## src/rtl/trail_mem_arbiter_pkg.sv

```systemverilog
// Shared types and constants for the trail/frame memory arbiter and the trail
// writers that sit in front of it.
//   TM_*          default widths/sizes for the arbiter and its bus interface
//   REQ_*         requester index assignment on the arbiter
//   arb_state_t   arbiter FSM state, also exported on the debug port
//   trail_code_t  per-cell trail code stored in the frame memory
package trail_mem_pkg;

  localparam int TM_N_REQ     = 3;
  localparam int TM_ADDR_W    = 20;
  localparam int TM_DATA_W    = 16;
  localparam int TM_MAX_BURST = 64;

  localparam int REQ_CLEAR = 0;
  localparam int REQ_BLUE  = 1;
  localparam int REQ_RED   = 2;

  typedef enum logic [1:0] {
    IDLE  = 2'd0,
    BURST = 2'd1,
    GAP   = 2'd2
  } arb_state_t;

  typedef enum logic [2:0] {
    TRAIL_NONE = 3'd0,
    B_HORIZ    = 3'd1,
    B_VERT     = 3'd2,
    R_HORIZ    = 3'd3,
    R_VERT     = 3'd4,
    CORNER     = 3'd5
  } trail_code_t;

endpackage

```

## src/rtl/trail_mem_arbiter_if.sv

```systemverilog
// Requester-side bus of the trail memory arbiter.
// Handshake: requester i raises req[i] and holds it for the whole burst. A beat
// transfers in every cycle where gnt[i] && valid[i]; there is no separate ready,
// gnt is the ready. last[i] on a transferring beat ends the burst; dropping
// req[i] while granted aborts it (a beat in that same cycle still transfers).
// Read data comes back as rvalid[i] one cycle after the read beat, with rdata
// broadcast to all requesters.
//   master : requester side (drives req/valid/last/wr/addr/wdata)
//   slave  : arbiter side (drives gnt/rvalid/rdata)
interface trail_mem_arbiter_if
  import trail_mem_pkg::*;
#(
  parameter int N_REQ  = TM_N_REQ,
  parameter int ADDR_W = TM_ADDR_W,
  parameter int DATA_W = TM_DATA_W
);
  logic [N_REQ-1:0]        req;
  logic [N_REQ-1:0]        valid;
  logic [N_REQ-1:0]        last;
  logic [N_REQ-1:0]        wr;
  logic [N_REQ*ADDR_W-1:0] addr;
  logic [N_REQ*DATA_W-1:0] wdata;
  logic [N_REQ-1:0]        gnt;
  logic [N_REQ-1:0]        rvalid;
  logic [DATA_W-1:0]       rdata;

  modport master (
    output req, valid, last, wr, addr, wdata,
    input  gnt, rvalid, rdata
  );

  modport slave (
    input  req, valid, last, wr, addr, wdata,
    output gnt, rvalid, rdata
  );
endinterface

```

## src/rtl/trail_mem_arbiter_rr_pick.sv

```systemverilog
// Combinational round-robin picker.
//   req    : request vector
//   ptr    : index with highest priority this round
//   winner : one-hot of the first set req bit at or after ptr, wrapping
//   any    : at least one request present
module rr_pick #(
  parameter int N = 3,
  localparam int PTR_W = $clog2(N)
) (
  input  logic [N-1:0]     req,
  input  logic [PTR_W-1:0] ptr,
  output logic [N-1:0]     winner,
  output logic             any
);
  // Walk offsets from farthest to nearest so the nearest set bit overwrites.
  always_comb begin
    winner = '0;
    for (int k = N - 1; k >= 0; k--) begin
      if (req[(int'(ptr) + k) % N]) begin
        winner = '0;
        winner[(int'(ptr) + k) % N] = 1'b1;
      end
    end
  end

  assign any = |req;
endmodule

```

## src/rtl/trail_mem_arbiter.sv

```systemverilog
// Shares the single trail/frame memory port between burst requesters
// (0 = arena clear, 1 = blue trail, 2 = red trail). Round-robin, burst-locked
// grants; a burst ends on last, on req drop, or on a MAX_BURST watchdog.
//   Clk, Reset   : clock, synchronous active-high reset
//   arb_en       : allows new grants; a running burst is never cut by it
//   bus          : requester bus (slave side)
//   mem_*        : memory port; mem_rdata is valid 1 cycle after the address
//   err_timeout  : one-cycle pulse after a watchdog release
//   dbg_state    : FSM state, dbg_ptr : round-robin pointer
module trail_mem_arbiter
  import trail_mem_pkg::*;
#(
  parameter int N_REQ     = TM_N_REQ,
  parameter int ADDR_W    = TM_ADDR_W,
  parameter int DATA_W    = TM_DATA_W,
  parameter int MAX_BURST = TM_MAX_BURST,
  localparam int PTR_W    = $clog2(N_REQ),
  localparam int CNT_W    = $clog2(MAX_BURST)
) (
  input  logic               Clk,
  input  logic               Reset,
  input  logic               arb_en,
  trail_mem_arbiter_if.slave bus,
  output logic [ADDR_W-1:0]  mem_addr,
  output logic [DATA_W-1:0]  mem_wdata,
  output logic               mem_we,
  input  logic [DATA_W-1:0]  mem_rdata,
  output logic               err_timeout,
  output arb_state_t         dbg_state,
  output logic [PTR_W-1:0]   dbg_ptr
);
  arb_state_t       state_q, state_d;
  logic [N_REQ-1:0] gnt_q, gnt_d;
  logic [PTR_W-1:0] ptr_q, ptr_d;
  logic [CNT_W-1:0] cnt_q, cnt_d;
  logic             rd_pend_q, rd_pend_d;
  logic [PTR_W-1:0] rd_owner_q, rd_owner_d;
  logic             to_q, to_d;

  logic [N_REQ-1:0] pick;
  logic             pick_any;
  logic [PTR_W-1:0] gidx;
  logic             bursting, g_valid, g_last, g_wr, g_req;
  logic             end_last, end_abort, end_timeout;

  rr_pick #(.N(N_REQ)) u_pick (
    .req    (bus.req),
    .ptr    (ptr_q),
    .winner (pick),
    .any    (pick_any)
  );

  always_comb begin
    gidx = '0;
    for (int i = 0; i < N_REQ; i++) begin
      if (gnt_q[i]) gidx = PTR_W'(i);
    end
  end

  // Only the granted requester's controls are looked at; gating by BURST
  // keeps the memory port quiet (all zero) whenever nobody holds the grant.
  assign bursting = (state_q == BURST);
  assign g_valid  = bursting & bus.valid[gidx];
  assign g_last   = bus.last[gidx];
  assign g_wr     = bus.wr[gidx];
  assign g_req    = bus.req[gidx];

  assign mem_addr  = bursting ? bus.addr[int'(gidx)*ADDR_W +: ADDR_W]  : '0;
  assign mem_wdata = bursting ? bus.wdata[int'(gidx)*DATA_W +: DATA_W] : '0;
  assign mem_we    = g_valid & g_wr;

  assign end_last    = g_valid & g_last;
  assign end_abort   = ~g_req;
  assign end_timeout = (cnt_q == CNT_W'(MAX_BURST - 1)) & ~end_last;

  always_comb begin
    state_d    = state_q;
    gnt_d      = gnt_q;
    ptr_d      = ptr_q;
    cnt_d      = cnt_q;
    to_d       = 1'b0;
    rd_pend_d  = g_valid & ~g_wr;
    rd_owner_d = (g_valid & ~g_wr) ? gidx : rd_owner_q;
    case (state_q)
      IDLE: begin
        if (arb_en && pick_any) begin
          gnt_d   = pick;
          cnt_d   = '0;
          state_d = BURST;
        end
      end
      BURST: begin
        cnt_d = cnt_q + 1'b1;
        if (end_last || end_abort || end_timeout) begin
          gnt_d   = '0;
          ptr_d   = (gidx == PTR_W'(N_REQ - 1)) ? '0 : gidx + 1'b1;
          to_d    = end_timeout;
          state_d = GAP;
        end
      end
      GAP:     state_d = IDLE;
      default: state_d = IDLE;
    endcase
  end

  always_ff @(posedge Clk) begin
    if (Reset) begin
      state_q    <= IDLE;
      gnt_q      <= '0;
      ptr_q      <= '0;
      cnt_q      <= '0;
      rd_pend_q  <= 1'b0;
      rd_owner_q <= '0;
      to_q       <= 1'b0;
    end else begin
      state_q    <= state_d;
      gnt_q      <= gnt_d;
      ptr_q      <= ptr_d;
      cnt_q      <= cnt_d;
      rd_pend_q  <= rd_pend_d;
      rd_owner_q <= rd_owner_d;
      to_q       <= to_d;
    end
  end

  // Memory returns read data one cycle after the address, so rdata is the
  // live memory output and rvalid just marks whose read it is.
  assign bus.gnt     = gnt_q;
  assign bus.rvalid  = rd_pend_q ? (N_REQ'(1) << rd_owner_q) : '0;
  assign bus.rdata   = mem_rdata;
  assign err_timeout = to_q;
  assign dbg_state   = state_q;
  assign dbg_ptr     = ptr_q;
endmodule
```

## src/flat_wrapper.sv

```systemverilog
// flat-port wrapper written by rule: the top's interface ports become plain ports
module trail_mem_arbiter_flat import trail_mem_pkg::*;
#(
  parameter int N_REQ     = TM_N_REQ,
  parameter int ADDR_W    = TM_ADDR_W,
  parameter int DATA_W    = TM_DATA_W,
  parameter int MAX_BURST = TM_MAX_BURST,
  localparam int PTR_W    = $clog2(N_REQ),
  localparam int CNT_W    = $clog2(MAX_BURST)
)
  (Clk, Reset, arb_en, mem_addr, mem_wdata, mem_we, mem_rdata, err_timeout, dbg_state, dbg_ptr, bus_req, bus_valid, bus_last, bus_wr, bus_addr, bus_wdata, bus_gnt, bus_rvalid, bus_rdata);
  trail_mem_arbiter_if #(.N_REQ(N_REQ), .ADDR_W(ADDR_W), .DATA_W(DATA_W)) bus_i ();
  input  logic Clk;
  input  logic Reset;
  input  logic arb_en;
  output logic [ADDR_W-1:0] mem_addr;
  output logic [DATA_W-1:0] mem_wdata;
  output logic mem_we;
  input  logic [DATA_W-1:0] mem_rdata;
  output logic err_timeout;
  output arb_state_t dbg_state;
  output logic [PTR_W-1:0] dbg_ptr;
  input wire logic [$bits(bus_i.req)-1:0] bus_req;
  input wire logic [$bits(bus_i.valid)-1:0] bus_valid;
  input wire logic [$bits(bus_i.last)-1:0] bus_last;
  input wire logic [$bits(bus_i.wr)-1:0] bus_wr;
  input wire logic [$bits(bus_i.addr)-1:0] bus_addr;
  input wire logic [$bits(bus_i.wdata)-1:0] bus_wdata;
  output wire logic [$bits(bus_i.gnt)-1:0] bus_gnt;
  output wire logic [$bits(bus_i.rvalid)-1:0] bus_rvalid;
  output wire logic [$bits(bus_i.rdata)-1:0] bus_rdata;
  assign bus_i.req = bus_req;
  assign bus_i.valid = bus_valid;
  assign bus_i.last = bus_last;
  assign bus_i.wr = bus_wr;
  assign bus_i.addr = bus_addr;
  assign bus_i.wdata = bus_wdata;
  assign bus_gnt = bus_i.gnt;
  assign bus_rvalid = bus_i.rvalid;
  assign bus_rdata = bus_i.rdata;
  trail_mem_arbiter #(.N_REQ(N_REQ), .ADDR_W(ADDR_W), .DATA_W(DATA_W), .MAX_BURST(MAX_BURST)) u_core (.Clk(Clk), .Reset(Reset), .arb_en(arb_en), .bus(bus_i), .mem_addr(mem_addr), .mem_wdata(mem_wdata), .mem_we(mem_we), .mem_rdata(mem_rdata), .err_timeout(err_timeout), .dbg_state(dbg_state), .dbg_ptr(dbg_ptr));
endmodule
```

## config.mk

```make
export PLATFORM = sky130hd
export DESIGN_NAME = trail_mem_arbiter_flat
export DESIGN_NICKNAME = d
export VERILOG_FILES = /design/src/rtl/trail_mem_arbiter_pkg.sv /design/src/rtl/trail_mem_arbiter_if.sv /design/src/rtl/trail_mem_arbiter_rr_pick.sv /design/src/rtl/trail_mem_arbiter.sv /design/src/flat_wrapper.sv
export SDC_FILE = /design/constraint.sdc
export NUM_CORES = 1
export LEC_CHECK = 0
export BUFFER_PORTS_ARGS = -buffer_cell sky130_fd_sc_hd__buf_2
export CAP_MARGIN = 0
export CORE_ASPECT_RATIO = 1.25
export CORE_MARGIN = 2
export CORE_UTILIZATION = 25
export DETAILED_ROUTE_END_ITERATION = 6
export HOLD_SLACK_MARGIN = 0.12
export SLEW_MARGIN = 15
export SYNTH_ARGS = -nofsm -noshare
export SYNTH_HDL_FRONTEND = slang
export SYNTH_SLANG_ARGS = --single-unit
```

## constraint.sdc

```tcl
create_clock -name Clk -period 4.2 [get_ports Clk]
set_input_delay 0.42 -clock Clk [delete_from_list [all_inputs] [get_ports Clk]]
set_output_delay 0.42 -clock Clk [all_outputs]
set_load 0.05 [all_outputs]
```

# Word-level counts from Yosys, hierarchy flattened
# Index checks and enable logic that the tools add are counted.
word_totals:
  reg_bits: 17
  word_cells: 94
op_classes:
  n_div: 3
  mux: 40
  mul: 1
  n_reduce_logical: 14
  shifts: 3
  magnitude_cmp: 7
  n_eq_ne: 5
  n_bitwise: 10
  add_sub_neg: 4
ops:
  columns: ["op", "n"]
  rows:
  - ["32-bit by 1-bit >= comparator with 1-bit output (second input constant)", 3]
  - ["32-bit by 4-bit < comparator with 1-bit output (second input constant)", 3]
  - ["32-bit by 3-bit remainder unit with 32-bit output (second input constant)", 2]
  - ["60-bit by 32-bit variable part select with 20-bit output", 1]
  - ["48-bit by 7-bit variable part select with 16-bit output", 1]
  - ["3-bit by 3-bit remainder unit with 32-bit output (second input constant)", 1]
  - ["20-bit two-way mux", 1]
  - ["3-bit two-way mux", 6]
  - ["16-bit two-way mux", 1]
  - ["1-bit binary-select mux with 2-bit select", 7]
  - ["1-bit two-way mux", 14]
  - ["6-bit case mux with 2 select lines", 1]
  - ["2-bit two-way mux", 4]
  - ["6-bit by 1-bit adder with 6-bit output (second input constant)", 1]
  - ["1-bit demux with 2-bit select", 3]
  - ["6-bit == test (second input constant)", 1]
  - ["6-bit two-way mux", 1]
  - ["3-bit case mux with 2 select lines", 1]
  - ["2-bit AND reduction", 3]
  - ["3-bit OR reduction", 2]
  - ["1-bit AND", 5]
  - ["2-bit by 3-bit multiplier with 5-bit output (second input constant)", 1]
  - ["1-bit NOT", 5]
  - ["1-bit logical AND", 4]
  - ["14 further kinds", 15]

# Logic depth before layout (Yosys ltp)
# Gate-level depths: netlist (run 1).
depth:
  ltp_word: 11
  mapped_depth: 8
  depth_no_buf: 7

# Cells and area by module
# From an unflattened synthesis (run 1), not the netlist that was laid out.
unflattened:
  cells_unflattened: 312
  hier_area_um2: 2163.3
modules_own_cells:
  columns: ["module", "cells_per_inst", "area_per_inst_um2", "seq_area_each_um2", "n_inst"]
  rows:
  - ["trail_mem_arbiter", 279, 1914.3, 340.3, 1]
  - ["rr_pick", 33, 249.0, 0.0, 1]

# Worst setup path before layout (run 1)
# Ideal clock, no wire load.
synth_timing:
  path_type: "register to output"
  start: "reg u_core.gnt_q[1], in the netlist u_core.bus.gnt[1]"
  end: "out mem_addr[10]"
  path_slack_ns: 1.631
  required_ns: 3.780
  arrival_ns: 2.149
  n_path_buf: 3
  stages_incl_launch_ff: 8
  cell_sequence: "dfxtp_1 -> buf_6 -> buf_2 -> buf_4 -> mux2i_1 -> nor2_1 -> a21oi_1 -> nor2_1"
synth_between:
  elab_chain_cells: 5
synth_lines:
  columns: ["item", "line_no", "text"]
  rows:
  - ["start: declaration", "trail_mem_arbiter.sv:33", "logic [N_REQ-1:0] gnt_q, gnt_d;"]
  - ["start signal: assignment", "trail_mem_arbiter.sv:117", "gnt_q <= gnt_d;"]
  - ["1-bit two-way mux", "trail_mem_arbiter.sv:56", "if (gnt_q[i]) gidx = PTR_W'(i);"]
  - ["2-bit two-way mux", "trail_mem_arbiter.sv:56", null]
  - ["2-bit by 3-bit multiplier with 5-bit output", "trail_mem_arbiter.sv:68", "assign mem_addr = bursting ? bus.addr[int'(gidx)*ADDR_W +: ADDR_W] : '0;"]
  - ["60-bit by 32-bit variable part select with 20-bit output", "trail_mem_arbiter.sv:68", null]
  - ["20-bit two-way mux", "trail_mem_arbiter.sv:68", null]
  - ["end: declaration", "flat_wrapper.sv:16", "output logic [ADDR_W-1:0] mem_addr;"]
# Every way passes these cells.

# Final worst setup path (run 1)
layout_timing:
  start: "reg u_core.gnt_q[1], in the netlist u_core.bus.gnt[1]"
  end: "out mem_wdata[8]"
layout_between:
  elab_chain_cells: 4
layout_lines:
  columns: ["item", "line_no", "text"]
  rows:
  - ["1-bit two-way mux", "trail_mem_arbiter.sv:56", null]
  - ["2-bit two-way mux", "trail_mem_arbiter.sv:56", null]
  - ["48-bit by 7-bit variable part select with 16-bit output", "trail_mem_arbiter.sv:69", "assign mem_wdata = bursting ? bus.wdata[int'(gidx)*DATA_W +: DATA_W] : '0;"]
  - ["16-bit two-way mux", "trail_mem_arbiter.sv:69", null]
  - ["end: declaration", "flat_wrapper.sv:17", "output logic [DATA_W-1:0] mem_wdata;"]
# Every way passes these cells.

==> metrics, run 1 <==
status finished, final reports clean; CP startpoint kind register; top-count cell post-synth nor2_1; Ports 203; Final min period 2.72 ns; DRT iter0 DRCs 36; vias per inst 4.74; Die ar. 9220 um^2; Setup WS post-layout 1.48 ns; clock-pin slew on the worst setup and hold paths 0.06 ns; EDFF count, synth 0; initial antenna violation count 0; CP Max Fanout 28; Resized cells post-CTS 0; cts-stage hold buffer count 0; All-Layer GR Usage 14.4%; DRC violations left 0; Post-Syn Area per Cell 6.92 um^2; Port-buffer cells 170; period utilisation layout 64.8%; Post-synth top cells nor2_1 (88), mux2i_1 (44), a21oi_1 (42); Via Count 2554; Worst Skew 0.00351 ns; worst path required time 3.78 ns; Area Overhead vs Synth 37.6%; final cell count without fillers 539; Slew @ Worst Pin 0.887 ns; layout cells sized above 1 42.1%; DP Worst Slack 1.72 ns; CTS tree built; Worst Hold Class register to register; largest net degree at the start of global routing 46; Num CTS Buffers 3; synthesized cell area 2120 um^2; GP Congestion 0.852; Num Clock Sinks 17; Placed Cells 535; row cnt 37; Setup TNS 0 ns; Setup violations, final 0; Max-Cap Viols 0; power consumption 0.000645 W; first-pass GRT wire length 10900 um; Die X 86.3 um; CTS H-tree depth 1; clock root cell clkbuf_8; Yosys reg bits 17; Setup Buffers After CTS 0; Slew headroom 40.8%; Final Max Slew Viols 0; Detailed Routing Iterations Pass 1 4; CP Data Arrival Time 2.30 ns; fin util 35.3%; layout net count 586; DP HPWL 5750 um; DR WL/cell 13.0 um; final wirelength 7020 um; die height 107 um; worst-case clock buffer depth 2; worst skew pair latency 0.25 ns; crit end category primary output; sequential area share after synthesis 16.1%; vias in the first global route 2337; VDD IR-drop max 0.0826 mV; Overflow after GRT 0; Max Freq 368 MHz; Most used DFF post-synth dfxtp_1; Setup CP Type register to primary output; Power Dens Cells 221 nW/um^2; YS warnings 0; Synth area leaders mux2i_1 (21%), dfxtp_1 (16%), nor2_1 (16%), a21oi_1 (9.9%), buf_4 (6.7%); core area 8240 um^2; unrepaired setup endpoints after global routing false; Cells after Synth 306; syn_nets 449; initial core utilization 25.7%; library cells used by synthesis 49; Async SR Flop Fraction 0%; # diodes 0; remaining antenna violation count 0; cell taking the most area after synthesis mux2i_1; Final Hold Vio Count 0; FILL cells 905; top cell type's share of synthesized area 20.8%; Leak 1.46 nW
[flip-flops by register name (all words and copies together) (netlist names)]
signal	cells
u_core.dbg_state	2
u_core.bus.gnt	3
u_core.err_timeout	1
u_core.dbg_ptr	2
u_core.rd_pend_q	1
u_core.rd_owner_q	2
u_core.cnt_q	6
[stage by stage]
step                area [um^2]  hold WS, ns
floorplan                  2120        0.461
finish                     2910        0.467
CTS                        2910        0.468
global placement           2870        0.465
global route               2910        0.507
detailed placement         2870        0.459
[path summary, 6_finish.rpt]
check                    startpoint                 to  slack (ns)  depth (start not counted)
setup / recovery  u_core.bus.gnt[1]       mem_wdata[8]        1.48                          6
hold / removal    u_core.bus.gnt[0]  u_core.bus.gnt[0]        0.47                          2
setup reg to reg  u_core.bus.gnt[2]  u_core.bus.gnt[1]        2.04                          5
hold reg to reg   u_core.bus.gnt[0]  u_core.bus.gnt[0]        0.47                          2
[layout make-up]
type                       count  area [um^2]  area share (%)
timing repair buffer         172          866            29.7
sequential                    17          343            11.8
clock buffer                   4         45.0            1.55
multi-input combinational    244         1520            52.1
tap                           97          121            4.17
inverter                       5         18.8           0.644
[layout by cell type (no fill, tap or decap), drive strengths merged, types with 4 or more instances in the layout]
cell	n
nand2	12
o21ai	4
buf	172
ha	4
dfxtp	17
clkbuf	4
nor2	89
mux2i	44
inv	5
a21oi	43
[report_power, final]
part	internal, W	total (W)	switching, W	leakage, nW
clock	0.0000672	0.000120	0.0000526	0.0228
sequential	0.000167	0.000186	0.0000185	0.139
combinational	0.000126	0.000339	0.000213	1.30
total	0.000361	0.000645	0.000284	1.46
[metal layers]
layer / up-vias / track usage (%) / wire length (um)
li1: 1319 / - / -
met1: 1108 / 18.8 / 3080
met2: 123 / 25.2 / 3390
met3: 4 / 2.00 / 512
met4: 0 / 2.79 / 40
met5: - / 0 / 0
[cell families after synthesis]
logic type                 count (synthesis)  share of synthesized area (%)
DFF                                       17                           16.1
adders and majority gates                  4                           2.36
buffers and inverters                     45                           12.3
and+or+nand+nor                          126                           26.1
AOI/OAI and AO/OA                         65                           20.1
muxes                                     46                           21.9
xor gates and xnor gates                   3                           1.24
[worst max-delay path: stages (launching register included)]
cell     delay, ns
dfxtp_2       0.88
buf_4         0.42
mux2i_1       0.23
nor2_1        0.05
a21oi_1       0.14
nor2_1        0.07
buf_2         0.25
Power figures use the tool's default switching activity.
==> run 2, diff against run 1 <==
Clock period 4.2 ns to 2.5 ns, I/O delays scaled along.
==> run 2 against run 1 <==
Net effect: first-iteration DRC count rose to 3.4 times the previous value; flip-flop and latch count stayed put; worst setup slack got worse by 1.1 ns.
==> metrics, run 2 (same netlist as run 1, synthesis figures left out) <==
Max Freq 482 MHz; DP Worst Slack 0.674 ns; commonest non-fill, non-tap cell in the layout buf_2; CP Data Arrival Time 1.83 ns; FILL cells 922; Max-Cap Viols 0; Setup TNS 0 ns; Setup WS post-layout 0.424 ns; clock-pin slew on the worst setup and hold paths 0.07 ns; reg-to-reg startpoint u_core.dbg_ptr[0]; Num Clock Sinks 17; Num CTS Buffers 3; status finished, final reports clean; clock root cell clkbuf_8; footprint of the multi-input gates 1520 um^2; Setup Buffers After CTS 0; DR WL/cell 14.5 um; Via Count 2667; Final min period 2.08 ns; Overflow after GRT 0; WHS Endpoint u_core.rd_owner_q[1]; first-pass GRT wire length 12200 um; power consumption 0.00112 W; Resized cells post-CTS 0; CP startpoint kind register; worst-case clock buffer depth 2; Final Max Slew Viols 0; Die X 86.3 um; Worst Hold Class primary input to register; Die ar. 9220 um^2; unrepaired setup endpoints after global routing false; final wirelength 7940 um; layout cells sized above 1 43.2%; Area after DPL 2950 um^2; Slew headroom 61.8%; period utilisation layout 83.1%; worst reg2reg path depth 7; Power Dens Cells 375 nW/um^2; remaining antenna violation count 0; Detailed Routing Iterations Pass 1 4; GP Congestion 0.856; worst hold path cell count 2; DRT iter0 DRCs 121; initial antenna violation count 0; fin area 2990 um^2; VDD IR-drop max 0.133 mV; Slew @ Worst Pin 0.572 ns; crit end category primary output; Ports 203; initial core utilization 25.7%; largest net degree at the start of global routing 33; cts-stage hold buffer count 0; worst path required time 2.25 ns; row cnt 37; Setup CP Type register to primary output; All-Layer GR Usage 16.7%; fin util 36.3%; # diodes 0; Final Hold Vio Count 0; die height 107 um; Port-buffer cells 170; DP HPWL 6710 um; Storage cell area 343 um^2; Setup violations, final 0; DRC violations left 0; reg2reg end u_core.bus.gnt[0]; Largest Register u_core.cnt_q; CTS H-tree depth 1; CTS tree built; Area Overhead vs Synth 41.3%; vias per inst 4.88; Worst Hold Launch Reset; max reg flops 6; layout net count 593; most frequent cells in the layout buf_2 (170), nor2_1 (88), mux2i_1 (44), a21oi_1 (42), dfxtp_1 (15); vias in the first global route 2493; Leak 1.51 nW; core area 8240 um^2; Worst Skew 0.00429 ns; CP Max Fanout 26; R2R setup slack 0.65 ns; worst skew pair latency 0.26 ns
## run 2: metrics by stage
step	hold slack (ns)	cells
finish	0.353	546
global route	0.361	546
CTS	0.353	546
detailed placement	0.470	542
global placement	0.472	542
floorplan	0.319	306
## run 2: layout make-up
type	count	share of cell area (%)
clock buffer	3	1.38
sequential	17	11.5
inverter	5	0.627
multi-input combinational	244	50.8
tap	97	4.06
timing repair buffer	179	31.5
clock inverter	1	0.167
## run 2: layer usage
metal	routed length, um	up-vias	track usage, %
li1	-	1328	-
met1	3260	1188	21.7
met2	3710	142	27.7
met3	869	9	4.16
met4	107	0	4.02
met5	0	-	0
## run 2: where the power goes
part           switching, W  internal (W)  leakage (nW)
combinational      0.000393      0.000224          1.35
clock              0.000101      0.000111        0.0255
sequential        0.0000144      0.000281         0.139
total              0.000508      0.000615          1.51
## run 2: critical path, cell delays in order, from the launching register on
cell,delay (ns)
dfxtp_1,0.43
nand2b_2,0.51
buf_4,0.33
nor2_1,0.08
buf_2,0.21
## run 2: how the worst max path moves through the flow
stage                   startpoint                 to  slack (ns)  depth (start not counted)
5_1_grt        u_core.dbg_state[1]      mem_wdata[14]        0.31                          4
4_1_cts        u_core.dbg_state[1]        mem_addr[0]        0.42                          4
6_report       u_core.dbg_state[1]        mem_addr[7]        0.42                          4
3_3_place_gp     u_core.bus.gnt[2]  u_core.bus.gnt[1]        0.70                          5
2_1_floorplan    u_core.bus.gnt[1]       mem_addr[10]        0.10                          7
3_5_place_dp     u_core.bus.gnt[2]  u_core.bus.gnt[1]        0.67                          5
